`config.mk`:
```
export PLATFORM = sky130hd
export DESIGN_NAME = fifo_multi_enq
export DESIGN_NICKNAME = d
export VERILOG_FILES = /design/src/rtl/fifo_pkg.sv /design/src/rtl/lane_compactor.sv /design/src/rtl/fifo_multi_enq.sv
export SDC_FILE = /design/constraint.sdc
export NUM_CORES = 2
export LEC_CHECK = 0
export BUFFER_PORTS_ARGS = -buffer_cell sky130_fd_sc_hd__buf_2
export CORE_MARGIN = 2
export CORE_UTILIZATION = 55
export CTS_CLUSTER_DIAMETER = 100
export DETAILED_ROUTE_END_ITERATION = 6
export PLACE_DENSITY = 0.72
export SETUP_SLACK_MARGIN = 0.3
export SYNTH_ARGS = -nofsm -noshare
export SYNTH_HDL_FRONTEND = slang
export SYNTH_SLANG_ARGS = --single-unit
```
`constraint.sdc`:
```
create_clock -name clk -period 12.76 [get_ports clk]
set_clock_uncertainty 0.05 [all_clocks]
set_input_delay 1.914 -clock clk [delete_from_list [all_inputs] [get_ports clk]]
set_output_delay 1.914 -clock clk [all_outputs]
set_load 0.05 [all_outputs]
```
`src/rtl/fifo_pkg.sv`:
```
`default_nettype none
// +----------------------------------------------------------------------------+
// | Module  : fifo_pkg                                                         |
// | Brief   : Shared pointer arithmetic and sizing helpers for fifo_multi_enq. |
// | Revision: 1.0  initial release                                             |
// +----------------------------------------------------------------------------+
package fifo_pkg;

    localparam int unsigned DEF_QUEUE_SIZE = 21;
    localparam int unsigned PTR_W          = (DEF_QUEUE_SIZE > 1) ? $clog2(DEF_QUEUE_SIZE) : 1;
    localparam int unsigned CNT_W          = $clog2(DEF_QUEUE_SIZE + 1);

    // Modulo add without relying on power-of-two rollover; inc never exceeds size.
    function automatic int unsigned wrap_add(
        input int unsigned ptr,
        input int unsigned inc,
        input int unsigned size
    );
        int unsigned sum;
        sum = ptr + inc;
        if (sum >= size) begin
            sum = sum - size;
        end
        return sum;
    endfunction

    function automatic int unsigned ptr_width(input int unsigned size);
        return (size > 1) ? $clog2(size) : 1;
    endfunction

endpackage
`default_nettype wire

```
`src/rtl/lane_compactor.sv`:
```
`default_nettype none
// +----------------------------------------------------------------------------+
// | Module  : lane_compactor                                                   |
// | Brief   : Prefix popcount of lane enables -> packed write offsets + total. |
// | Revision: 1.0  initial release                                             |
// +----------------------------------------------------------------------------+
module lane_compactor #(
    parameter int unsigned NUM_IN = 2,
    parameter int unsigned OFF_W  = $clog2(NUM_IN + 1)
) (
    input  logic [NUM_IN-1:0]       i_enable,
    output logic [NUM_IN*OFF_W-1:0] o_offset,
    output logic [OFF_W-1:0]        o_total
);

    always_comb begin
        logic [OFF_W-1:0] w_run;
        w_run    = '0;
        o_offset = '0;
        // Each lane's offset is the number of enabled lanes below it.
        for (int i = 0; i < int'(NUM_IN); i++) begin
            o_offset[i*OFF_W +: OFF_W] = w_run;
            w_run = w_run + OFF_W'(i_enable[i]);
        end
        o_total = w_run;
    end

endmodule
`default_nettype wire

```
`src/rtl/fifo_multi_enq.sv`:
```
`default_nettype none
// +----------------------------------------------------------------------------+
// | Module  : fifo_multi_enq                                                   |
// | Brief   : Multi-lane enqueue, single FWFT dequeue FIFO of arbitrary depth. |
// | Revision: 1.0  initial release                                             |
// +----------------------------------------------------------------------------+
module fifo_multi_enq
    import fifo_pkg::*;
#(
    parameter int unsigned DWIDTH     = 64,
    parameter int unsigned QUEUE_SIZE = 21,
    parameter int unsigned NUM_IN     = 2,
    parameter int unsigned AFULL_LVL  = 16
) (
    input  logic                            clk,
    input  logic                            rst,
    input  logic [NUM_IN-1:0]               in_enque_en,
    input  logic [NUM_IN*DWIDTH-1:0]        in_data,
    output logic                            in_valid,
    input  logic                            out_deque_en,
    output logic                            out_valid,
    output logic [DWIDTH-1:0]               out_data,
    output logic [$clog2(QUEUE_SIZE+1)-1:0] count,
    output logic                            almost_full,
    output logic                            overflow_err
);

    localparam int unsigned C_PTR_W = ptr_width(QUEUE_SIZE);
    localparam int unsigned C_CNT_W = $clog2(QUEUE_SIZE + 1);
    localparam int unsigned C_OFF_W = $clog2(NUM_IN + 1);
    localparam int unsigned C_SUM_W = $clog2(QUEUE_SIZE + NUM_IN + 1);

    logic [DWIDTH-1:0]               r_mem [QUEUE_SIZE];
    logic [C_PTR_W-1:0]              r_wr_ptr;
    logic [C_PTR_W-1:0]              r_rd_ptr;
    logic [C_CNT_W-1:0]              r_count;
    logic                            r_overflow;

    logic [NUM_IN*C_OFF_W-1:0]       w_offset;
    logic [C_OFF_W-1:0]              w_total;
    logic [NUM_IN-1:0][C_PTR_W-1:0]  w_lane_idx;
    logic                            w_accept;
    logic                            w_pop;
    logic [C_SUM_W-1:0]              w_count_next;

    lane_compactor #(
        .NUM_IN (NUM_IN),
        .OFF_W  (C_OFF_W)
    ) u_lane_compactor (
        .i_enable (in_enque_en),
        .o_offset (w_offset),
        .o_total  (w_total)
    );

    // Space is judged on the registered count only; a same-cycle pop earns no credit.
    assign w_accept = (32'(r_count) + NUM_IN) <= QUEUE_SIZE;
    assign w_pop    = out_deque_en && (r_count != '0);

    generate
        for (genvar gi = 0; gi < int'(NUM_IN); gi++) begin : g_lane_idx
            assign w_lane_idx[gi] = C_PTR_W'(wrap_add(32'(r_wr_ptr),
                                                      32'(w_offset[gi*C_OFF_W +: C_OFF_W]),
                                                      QUEUE_SIZE));
        end
    endgenerate

    assign w_count_next = C_SUM_W'(r_count)
                        + (w_accept ? C_SUM_W'(w_total) : C_SUM_W'(0))
                        - C_SUM_W'(w_pop);

    always_ff @(posedge clk) begin
        if (rst && w_accept) begin
            for (int i = 0; i < int'(NUM_IN); i++) begin
                if (in_enque_en[i]) begin
                    r_mem[w_lane_idx[i]] <= in_data[i*DWIDTH +: DWIDTH];
                end
            end
        end
    end

    always_ff @(posedge clk) begin
        if (!rst) begin
            r_wr_ptr   <= '0;
            r_rd_ptr   <= '0;
            r_count    <= '0;
            r_overflow <= 1'b0;
        end else begin
            if (w_accept) begin
                r_wr_ptr <= C_PTR_W'(wrap_add(32'(r_wr_ptr), 32'(w_total), QUEUE_SIZE));
            end else if (|in_enque_en) begin
                r_overflow <= 1'b1;
            end
            if (w_pop) begin
                r_rd_ptr <= C_PTR_W'(wrap_add(32'(r_rd_ptr), 32'd1, QUEUE_SIZE));
            end
            r_count <= C_CNT_W'(w_count_next);
        end
    end

    assign in_valid     = w_accept;
    assign out_valid    = (r_count != '0);
    assign out_data     = r_mem[r_rd_ptr];
    assign count        = r_count;
    assign almost_full  = 32'(r_count) >= AFULL_LVL;
    assign overflow_err = r_overflow;

endmodule
`default_nettype wire

```
==> metrics <==
most frequent cell after synthesis edfxtp_1; Starting DRT DRC Count 4835; Crit Path Class flip-flop to output port; share of layout cells above drive strength 1 43.8%; Worst Tran Pin Value 1.32 ns; Cells after Synth 4104; RSZ-0062 raised after global routing no; crit share post-route 55.7%; clock sink total 1365; post-synth top area cell edfxtp_1; Die Y 361 um; Area Growth Syn to Fin 8.86%; sequential power share 42.6%; worst min-delay path category flip-flop to flip-flop; pin count of the biggest net entering global routing 135; post-route ant nets 0; most used cell, CP mux4_2; WP data arrival approximately 5 ns; post-synth cell types 62; worst skew pair latency 0.78 ns; DR pass1 iterations 5; Post-synth top flop edfxtp_1; CTS tree done; first-pass GRT wire length 279000 um; # setup viols final 0; drt total wl 190000 um; Pwr Density 163 mW/mm^2; MaxCap Viol Count 0; Clk network pwr share about 33%; CTS clk-pin slew, worst paths around 0.060 ns; CTS Buf Count 148; status completed; # rows 130; fin nets 4165; CORE AREA approximately 0.13 mm^2; hold_buf cts 0; WP buf/inv 3; # DRC 0; Ports 206; syn nets 4263; Avg Inst Size Synth 17.1 um^2; CP max stage delay between 0.8 and 0.9 ns; CP Launch Type flip-flop; Pins Over Slew Limit 0; final worst slack 5.66 ns; worst hold slack 0.420 ns; Initial Util between 50% and 60%; DP Worst Slack approximately 5.1 ns; YS warnings 0; Max Fclk ~140 MHz; Final Hold Fails 0; synth top area cells edfxtp_1, mux2_2, mux4_2; Placer Congestion between 0.7 and 0.8; Placed Area 0.0717 mm^2; worst vdd ir 0.000155 V; placed cells between 5000 and 6000; Yosys top cell area share a little under three fifths; vias in the first global route 39800; logic gate share of total power 24.0%; CP delay by family, top buffers and inverters; fin cells 5781; commonest cells in the netlist edfxtp_1, mux2_2, mux2_1; FF+latch count, synth 1365; Synth Cell Area 0.0701 mm^2; post-cts sizing count 0; Sw Pwr 3730 uW; switching share of power 30.0%; total gr overflow 0; Setup TNS 0 ns; Internal Power 8700 uW; Clock Tree Buf Depth 3; WL/cell roughly 33 um; I/O Buffers 205; root buf cell clkbuf_16; hpwl dp between 100000 and 150000 um; post-synthesis async set-or-reset flop share 0%; crit end category output port; Die W 361 um; slowest CP cell dfxtp_4; CTS H-tree lvls 4; gr usage total 29.3%; Setup Buffers After CTS 0; Post-synth EDFFs between 1000 and 1500; Final Instance Area 0.0763 mm^2; Max Fanout on Critical Path 99; die area 0.130 mm^2; sequential-to-total area share from yosys stat 58.2%; initial antenna violation count 16; relative slew slack ~12%; CP required 10.80 ns; via count 39100; Leakage 0.0243 uW; CP cell instances buf_12, buf_4, mux4_2, mux4_2, nor2_1, a21oi_1, buf_2; DR vias/cell 6.77; Tmin final roughly 7 ns
-- worst min-delay path: cells and delay by family, from the launching register on --
| kind | cells | cell delay (ns) |
|---|---|---|
| simple gates | 2 | 0.12 |
| flops | 1 | 0.32 |
-- cells in the final DEF (no fill, tap or decap), types with 4 or more instances in the layout --
cell type / n
ha_1: 24
nand3_1: 8
inv_6: 8
nor2b_1: 6
xnor2_1: 12
diode_2: 7
inv_1: 30
clkbuf_1: 28
mux2_1: 455
and2_4: 4
dfxtp_4: 5
nor2_1: 88
xor2_1: 4
o21bai_4: 12
clkinv_1: 36
edfxtp_1: 1344
clkinvlp_4: 4
a21oi_1: 90
a21o_1: 4
or3_1: 4
bufinv_16: 8
clkinv_2: 28
mux2i_1: 68
nand2_1: 36
nand2_4: 8
buf_2: 205
dfxtp_1: 16
o21ai_0: 16
clkbuf_16: 152
mux2_2: 890
mux4_2: 384
o21ai_4: 8
a31oi_1: 5
buf_4: 66
nor3_1: 4
-- per-layer routing --
| metal | up-vias | track usage, % | wire length [um] |
|---|---|---|---|
| met5 | - | 0 | 54 |
| met3 | 316 | 4.99 | 15300 |
| met1 | 20800 | 41.5 | 78000 |
| met4 | 8 | 9.16 | 5320 |
| li1 | 16100 | - | - |
| met2 | 1875 | 46.7 | 91300 |
-- power groups by stage --
stage | Clock, uW | Combinational, uW | Sequential, uW
after floorplan | 0 | 2160 | 5370
after global placement | 0 | 2950 | 5390
after detailed placement | 0 | 2980 | 5390
after CTS | 4200 | 2990 | 5300
after global routing | 4350 | 3150 | 5320
final | 4140 | 2980 | 5300
-- worst paths after layout --
kind                 from             to  slack (ns)  depth (start not counted)
max             flip-flop   out_data[22]        5.66                          7
min          overflow_err   overflow_err        0.42                          2
max reg2reg   r_wr_ptr[0]  r_mem[17][47]        6.61                         13
min reg2reg  overflow_err   overflow_err        0.42                          2
-- cell type report --
cell class / instances / area (um^2)
flip-flops and latches: 1365 / 40800
clock inverters: 88 / 684
fillers: 9154 / 49800
repair buffers: 274 / 1580
diodes: 7 / 17.5
well taps: 1650 / 2060
multi-input cells: 2186 / 27100
clock buffers: 180 / 3910
inverters: 31 / 116
-- state kept, by name, indices dropped and copies added, names as in the netlist, named ones only --
register / count
r_mem: 1344
count: 5
r_rd_ptr: 5
r_wr_ptr: 5
overflow_err: 1
-- cells by family (layout without fill, tap and decap cells) --
family	after synthesis	count (layout)	share of synthesized area (%)
flip-flops	1365	1365	58.2
buffers and inverters	553	573	3.63
adder cells (fa/ha/maj)	26	26	0.486
AND/OR/NAND/NOR	183	183	1.19
XOR/XNOR	17	17	0.223
multiplexers	1797	1797	34.9
other	0	7	0
AO/OA/AOI/OAI	163	163	1.38
-- metrics by stage --
step	power, uW	util, %
CTS	12500	60.5
floorplan	7530	-
detailed placement	8370	56.9
global route	12800	60.5
global placement	8340	56.9
finish	12400	60.5
Power figures use the tool's default switching activity.
